### src/rtl/pwm_width_decoder.sv
// PWM symbol decoder for the SDR receive path.
// The decoder registers each baseband sample and the reference level. A
// hysteresis comparator then turns them into a clean logic level. The FSM
// measures how many samples each high pulse lasts and quantises that width
// into a saturated, non-negative signed symbol. Pulses that are too short
// (runt) or too long (overflow) are reported instead of being decoded. A
// decoder that starts up on a high level does not measure until it has seen
// a decisive low, so a truncated pulse is never decoded.
module pwm_width_decoder #(
    parameter int DATA_W    = 16,
    parameter int CNT_W     = 12,
    parameter int SYM_W     = 8,
    parameter int BIN_SHIFT = 2,
    parameter int HYST      = 8,
    parameter int MIN_WIDTH = 4,
    parameter int MAX_WIDTH = 1023
) (
    input  logic              clock,
    input  logic              reset,
    input  logic              enable,
    input  logic [DATA_W-1:0] ref_in,
    input  logic [DATA_W-1:0] data_in,
    output logic [SYM_W-1:0]  decoded_symbol,
    output logic              symbol_valid,
    output logic [CNT_W-1:0]  pulse_width,
    output logic              runt_err,
    output logic              overflow_err,
    output logic              busy
);

    typedef enum logic [1:0] {
        ST_IDLE    = 2'd0,
        ST_ARMED   = 2'd1,
        ST_MEASURE = 2'd2
    } state_t;

    // Rounding term that makes the width-to-symbol division round to nearest.
    localparam int ROUND_INT = (BIN_SHIFT > 0) ? (1 << ((BIN_SHIFT > 0) ? (BIN_SHIFT - 1) : 0)) : 0;

    localparam logic signed [DATA_W+1:0] HYST_C    = (DATA_W+2)'(HYST);
    localparam logic [CNT_W-1:0]         MIN_C     = CNT_W'(MIN_WIDTH);
    localparam logic [CNT_W-1:0]         MAX_C     = CNT_W'(MAX_WIDTH);
    localparam logic [CNT_W:0]           ROUND_C   = (CNT_W+1)'(ROUND_INT);
    localparam logic [CNT_W:0]           SYM_MAX_C = (CNT_W+1)'((2 ** (SYM_W - 1)) - 1);

    // Stage 1 registers
    logic signed [DATA_W-1:0] data_q_r;
    logic signed [DATA_W-1:0] ref_q_r;

    // Stage 2 comparator
    logic signed [DATA_W+1:0] data_ext_s;
    logic signed [DATA_W+1:0] ref_ext_s;
    logic signed [DATA_W+1:0] hi_thr_s;
    logic signed [DATA_W+1:0] lo_thr_s;
    logic                     comp_q_r;
    logic                     comp_valid_r;
    logic                     comp_q_next_s;
    logic                     comp_valid_next_s;

    // FSM and measurement
    state_t                   state_r;
    state_t                   state_next_s;
    logic [CNT_W-1:0]         cnt_r;
    logic [CNT_W-1:0]         cnt_next_s;
    logic [CNT_W-1:0]         cnt_inc_s;
    logic [CNT_W:0]           rounded_s;
    logic [SYM_W-1:0]         sym_calc_s;

    // Registered outputs and their next values
    logic [SYM_W-1:0]         decoded_symbol_r;
    logic [CNT_W-1:0]         pulse_width_r;
    logic                     symbol_valid_r;
    logic                     runt_err_r;
    logic                     overflow_err_r;
    logic [SYM_W-1:0]         sym_next_s;
    logic [CNT_W-1:0]         width_next_s;
    logic                     valid_next_s;
    logic                     runt_next_s;
    logic                     ovf_next_s;

    // Stage 1: capture the sample and the reference level on every edge.
    always_ff @(posedge clock or posedge reset) begin
        if (reset) begin
            data_q_r <= {DATA_W{1'b0}};
            ref_q_r  <= {DATA_W{1'b0}};
        end else begin
            data_q_r <= data_in;
            ref_q_r  <= ref_in;
        end
    end

    // Hysteresis decision, evaluated two bits wider so ref +/- HYST cannot wrap.
    always_comb begin
        data_ext_s        = {{2{data_q_r[DATA_W-1]}}, data_q_r};
        ref_ext_s         = {{2{ref_q_r[DATA_W-1]}}, ref_q_r};
        hi_thr_s          = ref_ext_s + HYST_C;
        lo_thr_s          = ref_ext_s - HYST_C;
        comp_q_next_s     = comp_q_r;
        comp_valid_next_s = comp_valid_r;
        if (data_ext_s >= hi_thr_s) begin
            comp_q_next_s     = 1'b1;
            comp_valid_next_s = 1'b1;
        end else if (data_ext_s <= lo_thr_s) begin
            comp_q_next_s     = 1'b0;
            comp_valid_next_s = 1'b1;
        end else begin
            comp_q_next_s     = comp_q_r;
            comp_valid_next_s = comp_valid_r;
        end
        // The level keeps tracking while disabled, but it is not trusted
        // again until a fresh decisive sample arrives.
        if (!enable) begin
            comp_valid_next_s = 1'b0;
        end else begin
            comp_valid_next_s = comp_valid_next_s;
        end
    end

    // Stage 2: register the comparator level and its validity.
    always_ff @(posedge clock or posedge reset) begin
        if (reset) begin
            comp_q_r     <= 1'b0;
            comp_valid_r <= 1'b0;
        end else begin
            comp_q_r     <= comp_q_next_s;
            comp_valid_r <= comp_valid_next_s;
        end
    end

    // Width-to-symbol quantisation with round-to-nearest and saturation.
    always_comb begin
        cnt_inc_s = cnt_r + {{(CNT_W-1){1'b0}}, 1'b1};
        rounded_s = ({1'b0, cnt_r} + ROUND_C) >> BIN_SHIFT;
        if (rounded_s > SYM_MAX_C) begin
            sym_calc_s = SYM_MAX_C[SYM_W-1:0];
        end else begin
            sym_calc_s = rounded_s[SYM_W-1:0];
        end
    end

    // FSM next state, counter and output decisions.
    always_comb begin
        state_next_s = state_r;
        cnt_next_s   = cnt_r;
        valid_next_s = 1'b0;
        runt_next_s  = 1'b0;
        ovf_next_s   = 1'b0;
        width_next_s = pulse_width_r;
        sym_next_s   = decoded_symbol_r;
        if (!enable) begin
            state_next_s = ST_IDLE;
            cnt_next_s   = {CNT_W{1'b0}};
        end else begin
            case (state_r)
                ST_IDLE: begin
                    cnt_next_s = {CNT_W{1'b0}};
                    if (comp_valid_r && !comp_q_r) begin
                        state_next_s = ST_ARMED;
                    end else begin
                        state_next_s = ST_IDLE;
                    end
                end
                ST_ARMED: begin
                    if (comp_q_r) begin
                        cnt_next_s   = {{(CNT_W-1){1'b0}}, 1'b1};
                        state_next_s = ST_MEASURE;
                    end else begin
                        cnt_next_s   = {CNT_W{1'b0}};
                        state_next_s = ST_ARMED;
                    end
                end
                ST_MEASURE: begin
                    if (comp_q_r) begin
                        if (cnt_inc_s == MAX_C) begin
                            // Over-long pulse: discard and demand a decisive low.
                            ovf_next_s   = 1'b1;
                            cnt_next_s   = {CNT_W{1'b0}};
                            state_next_s = ST_IDLE;
                        end else begin
                            cnt_next_s   = cnt_inc_s;
                            state_next_s = ST_MEASURE;
                        end
                    end else begin
                        cnt_next_s   = {CNT_W{1'b0}};
                        state_next_s = ST_ARMED;
                        if (cnt_r < MIN_C) begin
                            runt_next_s = 1'b1;
                        end else begin
                            valid_next_s = 1'b1;
                            width_next_s = cnt_r;
                            sym_next_s   = sym_calc_s;
                        end
                    end
                end
                default: begin
                    cnt_next_s   = {CNT_W{1'b0}};
                    state_next_s = ST_IDLE;
                end
            endcase
        end
    end

    // FSM state, width counter and registered outputs.
    always_ff @(posedge clock or posedge reset) begin
        if (reset) begin
            state_r          <= ST_IDLE;
            cnt_r            <= {CNT_W{1'b0}};
            symbol_valid_r   <= 1'b0;
            runt_err_r       <= 1'b0;
            overflow_err_r   <= 1'b0;
            pulse_width_r    <= {CNT_W{1'b0}};
            decoded_symbol_r <= {SYM_W{1'b0}};
        end else begin
            state_r          <= state_next_s;
            cnt_r            <= cnt_next_s;
            symbol_valid_r   <= valid_next_s;
            runt_err_r       <= runt_next_s;
            overflow_err_r   <= ovf_next_s;
            pulse_width_r    <= width_next_s;
            decoded_symbol_r <= sym_next_s;
        end
    end

    assign decoded_symbol = decoded_symbol_r;
    assign symbol_valid   = symbol_valid_r;
    assign pulse_width    = pulse_width_r;
    assign runt_err       = runt_err_r;
    assign overflow_err   = overflow_err_r;
    assign busy           = (state_r == ST_MEASURE);

endmodule

### config.mk
export PLATFORM = sky130hd
export DESIGN_NAME = pwm_width_decoder
export DESIGN_NICKNAME = d
export VERILOG_FILES = /design/src/rtl/pwm_width_decoder.sv
export SDC_FILE = /design/constraint.sdc
export NUM_CORES = 1
export LEC_CHECK = 0
export CAP_MARGIN = 40
export CELL_PAD_IN_SITES_DETAIL_PLACEMENT = 0
export CELL_PAD_IN_SITES_GLOBAL_PLACEMENT = 1
export CORE_ASPECT_RATIO = 0.8
export CORE_MARGIN = 5
export CORE_UTILIZATION = 44
export CTS_BUF_LIST = sky130_fd_sc_hd__clkbuf_4
export DETAILED_ROUTE_END_ITERATION = 10
export GPL_TIMING_DRIVEN = 0
export PLACE_DENSITY_LB_ADDON = 0.25
export SLEW_MARGIN = 20
export SYNTH_ARGS = -nofsm -noshare
export SYNTH_HDL_FRONTEND = slang
export SYNTH_SLANG_ARGS = --single-unit
export TNS_END_PERCENT = 20
### constraint.sdc
create_clock -name clock -period 3.76 [get_ports clock]
set_input_delay 0.376 -clock clock [delete_from_list [all_inputs] [get_ports clock]]
set_output_delay 0.376 -clock clock [all_outputs]
set_load 0.05 [all_outputs]
### Word-level counts from Yosys, hierarchy flattened

Cells that the tools add are included.

* word-level logic and storage cells: 59
* bits in registers: 71
* output and inout bits: 24

* equal/unequal tests: 4
* reduce and logical (&&, ||, !) cells: 5
* bitwise logic cells: 2
* multiplexer cells: 29
* $lt $le $gt $ge: 4
* add/subtract/negate cells: 4

Operators by type and width (number)
* $mux 12: 3
* $pmux 12 s2: 1
* $mux 1: 19
* $add 16x5->17 const B: 1
* $ge 16x17->1: 1
* $le 16x17->1: 1
* $sub 16x5->17 const B: 1
* $add 12x2->13 const B: 1
* $add 12x1->12 const B: 1
* $eq 12x10->1 const B: 1
* $lt 12x3->1 const B: 1
* $gt 11x7->1 const B: 1
* $mux 2: 4
* $mux 8: 1
* $pmux 2 s3: 1
* $reduce_and 4->1: 1
* $ne 3x1->1 const B: 1
* $eq 2x1->1 const B: 1
* $eq 2x2->1 const B: 1
* $logic_not 2->1: 1
* $not 1->1: 2
* $reduce_bool 2->1: 1
* $logic_and 1x1->1: 1
* $logic_not 1->1: 1

### Depth between registers and ports, before layout

* depth in word-level cells: 6
* depth in mapped cells: 14
* mapped depth without buffers: 13

### Worst setup path after synthesis

Ideal clock, no wire load.

* path type: register to register
* start point: register ref_q_r[9]
* end point: register comp_q_r
* path buffers: 1
* setup time: 0.118 ns
* arrival: 2.886 ns
* path slack: 0.755 ns
* stages on the path, launching flop included: 12
* required time: 3.642 ns
* clock period less this slack: 3.005 ns
* path through: dfrtp_1 -> clkbuf_1 -> or3_1 -> or4_1 -> nor2_1 -> nor2_1 -> ha_1 -> a21o_1 -> a2111o_1 -> nor4_1 -> nor2_1 -> a21o_1

* longest elaborated chain between the ends: 3
* elaborated cells between the ends (all ways): 6

RTL lines
* start, declared: RTL line 48 `logic signed [DATA_W-1:0] ref_q_r;`
* start signal, assigned: RTL line 85 `ref_q_r <= {DATA_W{1'b0}};`
* start signal, assigned: RTL line 88 `ref_q_r <= ref_in;`
* $add 16x5->17 / $sub 16x5->17 (equally long branches): RTL line 96, 97
* $ge 16x17->1 / $le 16x17->1 (equally long branches): RTL line 100, 103
* $mux 1 / $reduce_bool 2->1 (equally long branches)
* end signal, assigned: RTL line 125 `comp_q_r <= comp_q_next_s;`
* end, declared: RTL line 55 `logic comp_q_r;`

Parallel ways exist; a longest one is shown, timed or not.
A chain may end at the register's enable or synchronous reset.

### Worst setup path after layout

Same ends and word-level chain as after synthesis.

==> flow_metrics.env <==
export IMPL_startpoint_type="register"
export IMPL_ys_flop_type="sky130_fd_sc_hd__dfrtp_1"
export IMPL_wl_per_cell_um=14.8
export IMPL_power_density_nw_per_um2=326
export IMPL_worst_path_largest_cell_delay_ns=0.45
export IMPL_post_synth_most_frequent_cells="sky130_fd_sc_hd__dfrtp_1 (71), sky130_fd_sc_hd__ha_1 (39), sky130_fd_sc_hd__nor2_1 (38)"
export IMPL_critPathRequiredTime_ns=4.10
export IMPL_synth_cell_type_count=51
export IMPL_timing_final_crit_period_ns=3.30
export IMPL_fin_crit_sh=0.879
export IMPL_synth_edf_count=0
export IMPL_maxCapViolCount=0
export IMPL_cell_count_of_the_worst_reg_to_reg_path=11
export IMPL_drcViolationCount=0
export IMPL_drtIter0Drc=136
export IMPL_arrival_ns=3.64
export IMPL_synth_compound_area_frac=0.0797
export IMPL_vias_per_cell=5.26
export IMPL_placementRows=30
export IMPL_max_freq_mhz=303
export IMPL_wire_length_of_the_first_global_routing_pass_um=13400
export IMPL_synth_simple_area_share=0.177
export IMPL_cts_buffers_inserted=9
export IMPL_numClockSinks=71
export IMPL_crit_family="simple AND/OR/NAND/NOR gates"
export IMPL_cts_tree="built"
export IMPL_post_synth_top_count_cell="sky130_fd_sc_hd__dfrtp_1"
export IMPL_synth_adder_area_share=0.127
export IMPL_ys_seq_area_frac=0.464
export IMPL_outcome="complete, no violations"
export IMPL_path_cells="clkbuf_1 -> or3_1 -> or4_1 -> nor2_1 -> nor2_1 -> ha_1 -> a21o_1 -> a2111o_1 -> nor4_1 -> nor2_1 -> a21o_1"
export IMPL_io_buffer_count=58
export IMPL_n_fill_cell=801
export IMPL_timing_critical_path_mode_cell="sky130_fd_sc_hd__nor2_1"
export IMPL_post_cts_resize_count=0
export IMPL_netlist_instances=362
export IMPL_wirelength_um=8120
export IMPL_chipHeight_um=93.5
export IMPL_layout_setup_ws_ns=0.456
export IMPL_preCtsSetupSlack_ns=0.447
export IMPL_synthXorXnorAreaFrac=0.0891
export IMPL_cp_buffers_inverters=1
export IMPL_design_portCount=59
export IMPL_leakage_nw=2.02
export IMPL_number_of_global_route_vias_before_repair=2742
export IMPL_ys_top_cells_by_area="sky130_fd_sc_hd__dfrtp_1 (46%), sky130_fd_sc_hd__ha_1 (13%), sky130_fd_sc_hd__xor2_1 (4.8%)"
export IMPL_synth_top_cell_area_share=0.464
export IMPL_width_of_the_chip_um=114
export IMPL_final_setup_tns_ns=0
export IMPL_place_inst=533
export IMPL_grt_overflow_total=0
export IMPL_worstReg2RegStart="ref_q_r[9]"
export IMPL_worst_r2r_setup_slack_ns=0.46
export IMPL_crit_reg2reg_capture="comp_q_r"
export IMPL_synth_cell_area_sq_um=3830
export IMPL_stdcell_count=549
export IMPL_relSlewSlack=0.661
export IMPL_dieArea_sq_um=10700
export IMPL_initial_core_util=0.452
export IMPL_rsz0062_at_grt="false"
export IMPL_finalHoldViolations=0
export IMPL_worst_path_max_delay_cell="sky130_fd_sc_hd__or4_1"
export IMPL_htree_levels=3
export IMPL_route_vias_total=2890
export IMPL_setup_violations=0
export IMPL_number_of_antenna_violations_at_the_first_check_in_global_routing=0
export IMPL_async_reset_ff_frac=1.00
export IMPL_post_cts_repair_setup_buffers=0
export IMPL_power_ir_vdd_worst_v=0.000200
export IMPL_antenna_diode_count=0
export IMPL_pin_count_of_the_biggest_net_entering_global_routing=42
export IMPL_grt_util_all_layers=0.159
export IMPL_worst_pin_slew_ns=0.507
export IMPL_postSynthAreaPerCell_sq_um=10.6
export IMPL_syn2layout_area_growth_pct=23.6
export IMPL_cp_end_kind="register"
export IMPL_holdCritPathClass="in2async"
export IMPL_fraction_of_final_layout_cells_with_drive_strength_greater_than_1=0.0961
export IMPL_cts_root_buf="sky130_fd_sc_hd__clkbuf_4"
export IMPL_design_final_nets=506
export IMPL_postRouteAntennaNets=0
export IMPL_yosys_mux_area_fraction=0.0323
export IMPL_ctsLongestPathBuffers=2
export IMPL_fin_skew_ns=0.0237
export IMPL_place_congestion=0.795
export IMPL_ys_warnings_count=0
export IMPL_synthDominantAreaCellType="sky130_fd_sc_hd__dfrtp_1"
export IMPL_synth_fp_nets=436
export IMPL_hpwlAfterDp_um=6120
export IMPL_report_final_slew_viol_count=0
export IMPL_first_pass_iters=4
export IMPL_cts_hold_fix_buffers=0
export IMPL_clk_transition_reported_paths_ns=0.14
export IMPL_critPathKind="reg2reg"
export IMPL_floorplan_core_area_sq_um=8480
export IMPL_worst_path_max_fanout=7
export IMPL_synth_ff_latch_count=71
export IMPL_worst_skew_pair_late_latency_ns=0.43
export IMPL_main_combinational_cell_family_by_area_after_synthesis="simple AND/OR/NAND/NOR gates"
[layer usage]
metal,global-route usage,wire (um)
met1,0.245,4160
met2,0.215,3370
met3,0.0505,524
met4,0.0366,60
met5,0,0
[placed cells by master, fill, tap and decap left out, types with 2 or more instances in the layout]
cell type / Yosys / layout
sky130_fd_sc_hd__dfrtp_1: 71 / 71
sky130_fd_sc_hd__clkdlybuf4s50_1: 0 / 58
sky130_fd_sc_hd__ha_1: 39 / 39
sky130_fd_sc_hd__nor2_1: 38 / 38
sky130_fd_sc_hd__xor2_1: 21 / 21
sky130_fd_sc_hd__nand3_1: 20 / 20
sky130_fd_sc_hd__nand2_1: 19 / 19
sky130_fd_sc_hd__xnor2_1: 18 / 18
sky130_fd_sc_hd__a21oi_1: 16 / 16
sky130_fd_sc_hd__inv_1: 13 / 12
sky130_fd_sc_hd__mux2_2: 11 / 11
sky130_fd_sc_hd__nand4_1: 10 / 10
sky130_fd_sc_hd__nor3_1: 9 / 9
sky130_fd_sc_hd__clkbuf_4: 0 / 9
sky130_fd_sc_hd__nor4_1: 7 / 7
sky130_fd_sc_hd__clkbuf_1: 5 / 5
sky130_fd_sc_hd__buf_2: 5 / 5
sky130_fd_sc_hd__and3_1: 5 / 5
sky130_fd_sc_hd__and2_1: 4 / 4
sky130_fd_sc_hd__a211oi_1: 4 / 4
sky130_fd_sc_hd__nand2b_1: 3 / 3
sky130_fd_sc_hd__o21ai_0: 3 / 3
sky130_fd_sc_hd__nor2b_1: 3 / 3
sky130_fd_sc_hd__a21o_1: 3 / 3
sky130_fd_sc_hd__buf_4: 3 / 3
sky130_fd_sc_hd__or4_1: 2 / 2
sky130_fd_sc_hd__o41a_1: 2 / 2
sky130_fd_sc_hd__a22o_1: 2 / 2
sky130_fd_sc_hd__clkinv_1: 1 / 2
sky130_fd_sc_hd__nand3_2: 2 / 2
sky130_fd_sc_hd__bufinv_16: 0 / 2
sky130_fd_sc_hd__inv_6: 0 / 2
[worst reg2reg max path: cells and delay by family (launching register included)]
kind            cells  cell delay (ns)
compound gates      3             0.81
simple gates        6             1.56
buf+inv             1             0.20
flops               1             0.37
fa+ha+maj           1             0.29
[state kept, by name (all words and copies together) (netlist names)]
register        cells
data_q_r           16
ref_q_r            16
cnt_r              12
pulse_width        12
decoded_symbol      8
state_r             2
comp_q_r            1
comp_valid_r        1
overflow_err        1
runt_err            1
symbol_valid        1
[cells by family (layout without fill, tap and decap cells)]
group / Yosys count / in the layout
muxes: 11 / 11
buffers and inverters: 27 / 102
and+or+nand+nor: 131 / 131
AOI/OAI and AO/OA: 44 / 44
adders and majority gates: 39 / 39
DFF: 71 / 71
xor gates and xnor gates: 39 / 39
[report_power, final]
part           switching, mW  internal, mW
Sequential            0.0219         0.784
Combinational         0.0884        0.0896
Clock                  0.290         0.272
[per-stage QoR]
step / instance area, sq um / util / hold slack, ns / power (mW)
after floorplan: 3830 / - / 0.407 / 0.923
after global placement: 4550 / 0.537 / 0.469 / 0.992
after detailed placement: 4580 / 0.539 / 0.484 / 0.998
after CTS: 4740 / 0.559 / 0.255 / 1.57
after global routing: 4740 / 0.559 / 0.286 / 1.62
final: 4740 / 0.559 / 0.265 / 1.55
[final cells by class]
cell class,count,area [sq um],share of cell area
flip-flops and latches,71,1780,0.375
well taps,112,140,0.0296
inverters,14,55.1,0.0116
clock inverters,7,95.1,0.0201
multi-input cells,264,1940,0.409
clock buffers,9,67.6,0.0143
repair buffers,59,601,0.127
plain buffers,13,66.3,0.0140
[worst max-delay path by stage]
stage | slack (ns) | from | cells past startpoint | to
after floorplan | 0.76 | ref_q_r[9] | 11 | comp_q_r
after global placement | 0.45 | ref_q_r[9] | 11 | comp_q_r
after detailed placement | 0.45 | ref_q_r[9] | 11 | comp_q_r
after CTS | 0.45 | ref_q_r[9] | 11 | comp_q_r
after global routing | 0.29 | ref_q_r[9] | 11 | comp_q_r
final | 0.46 | ref_q_r[9] | 11 | comp_q_r
Power figures use the tool's default switching activity.
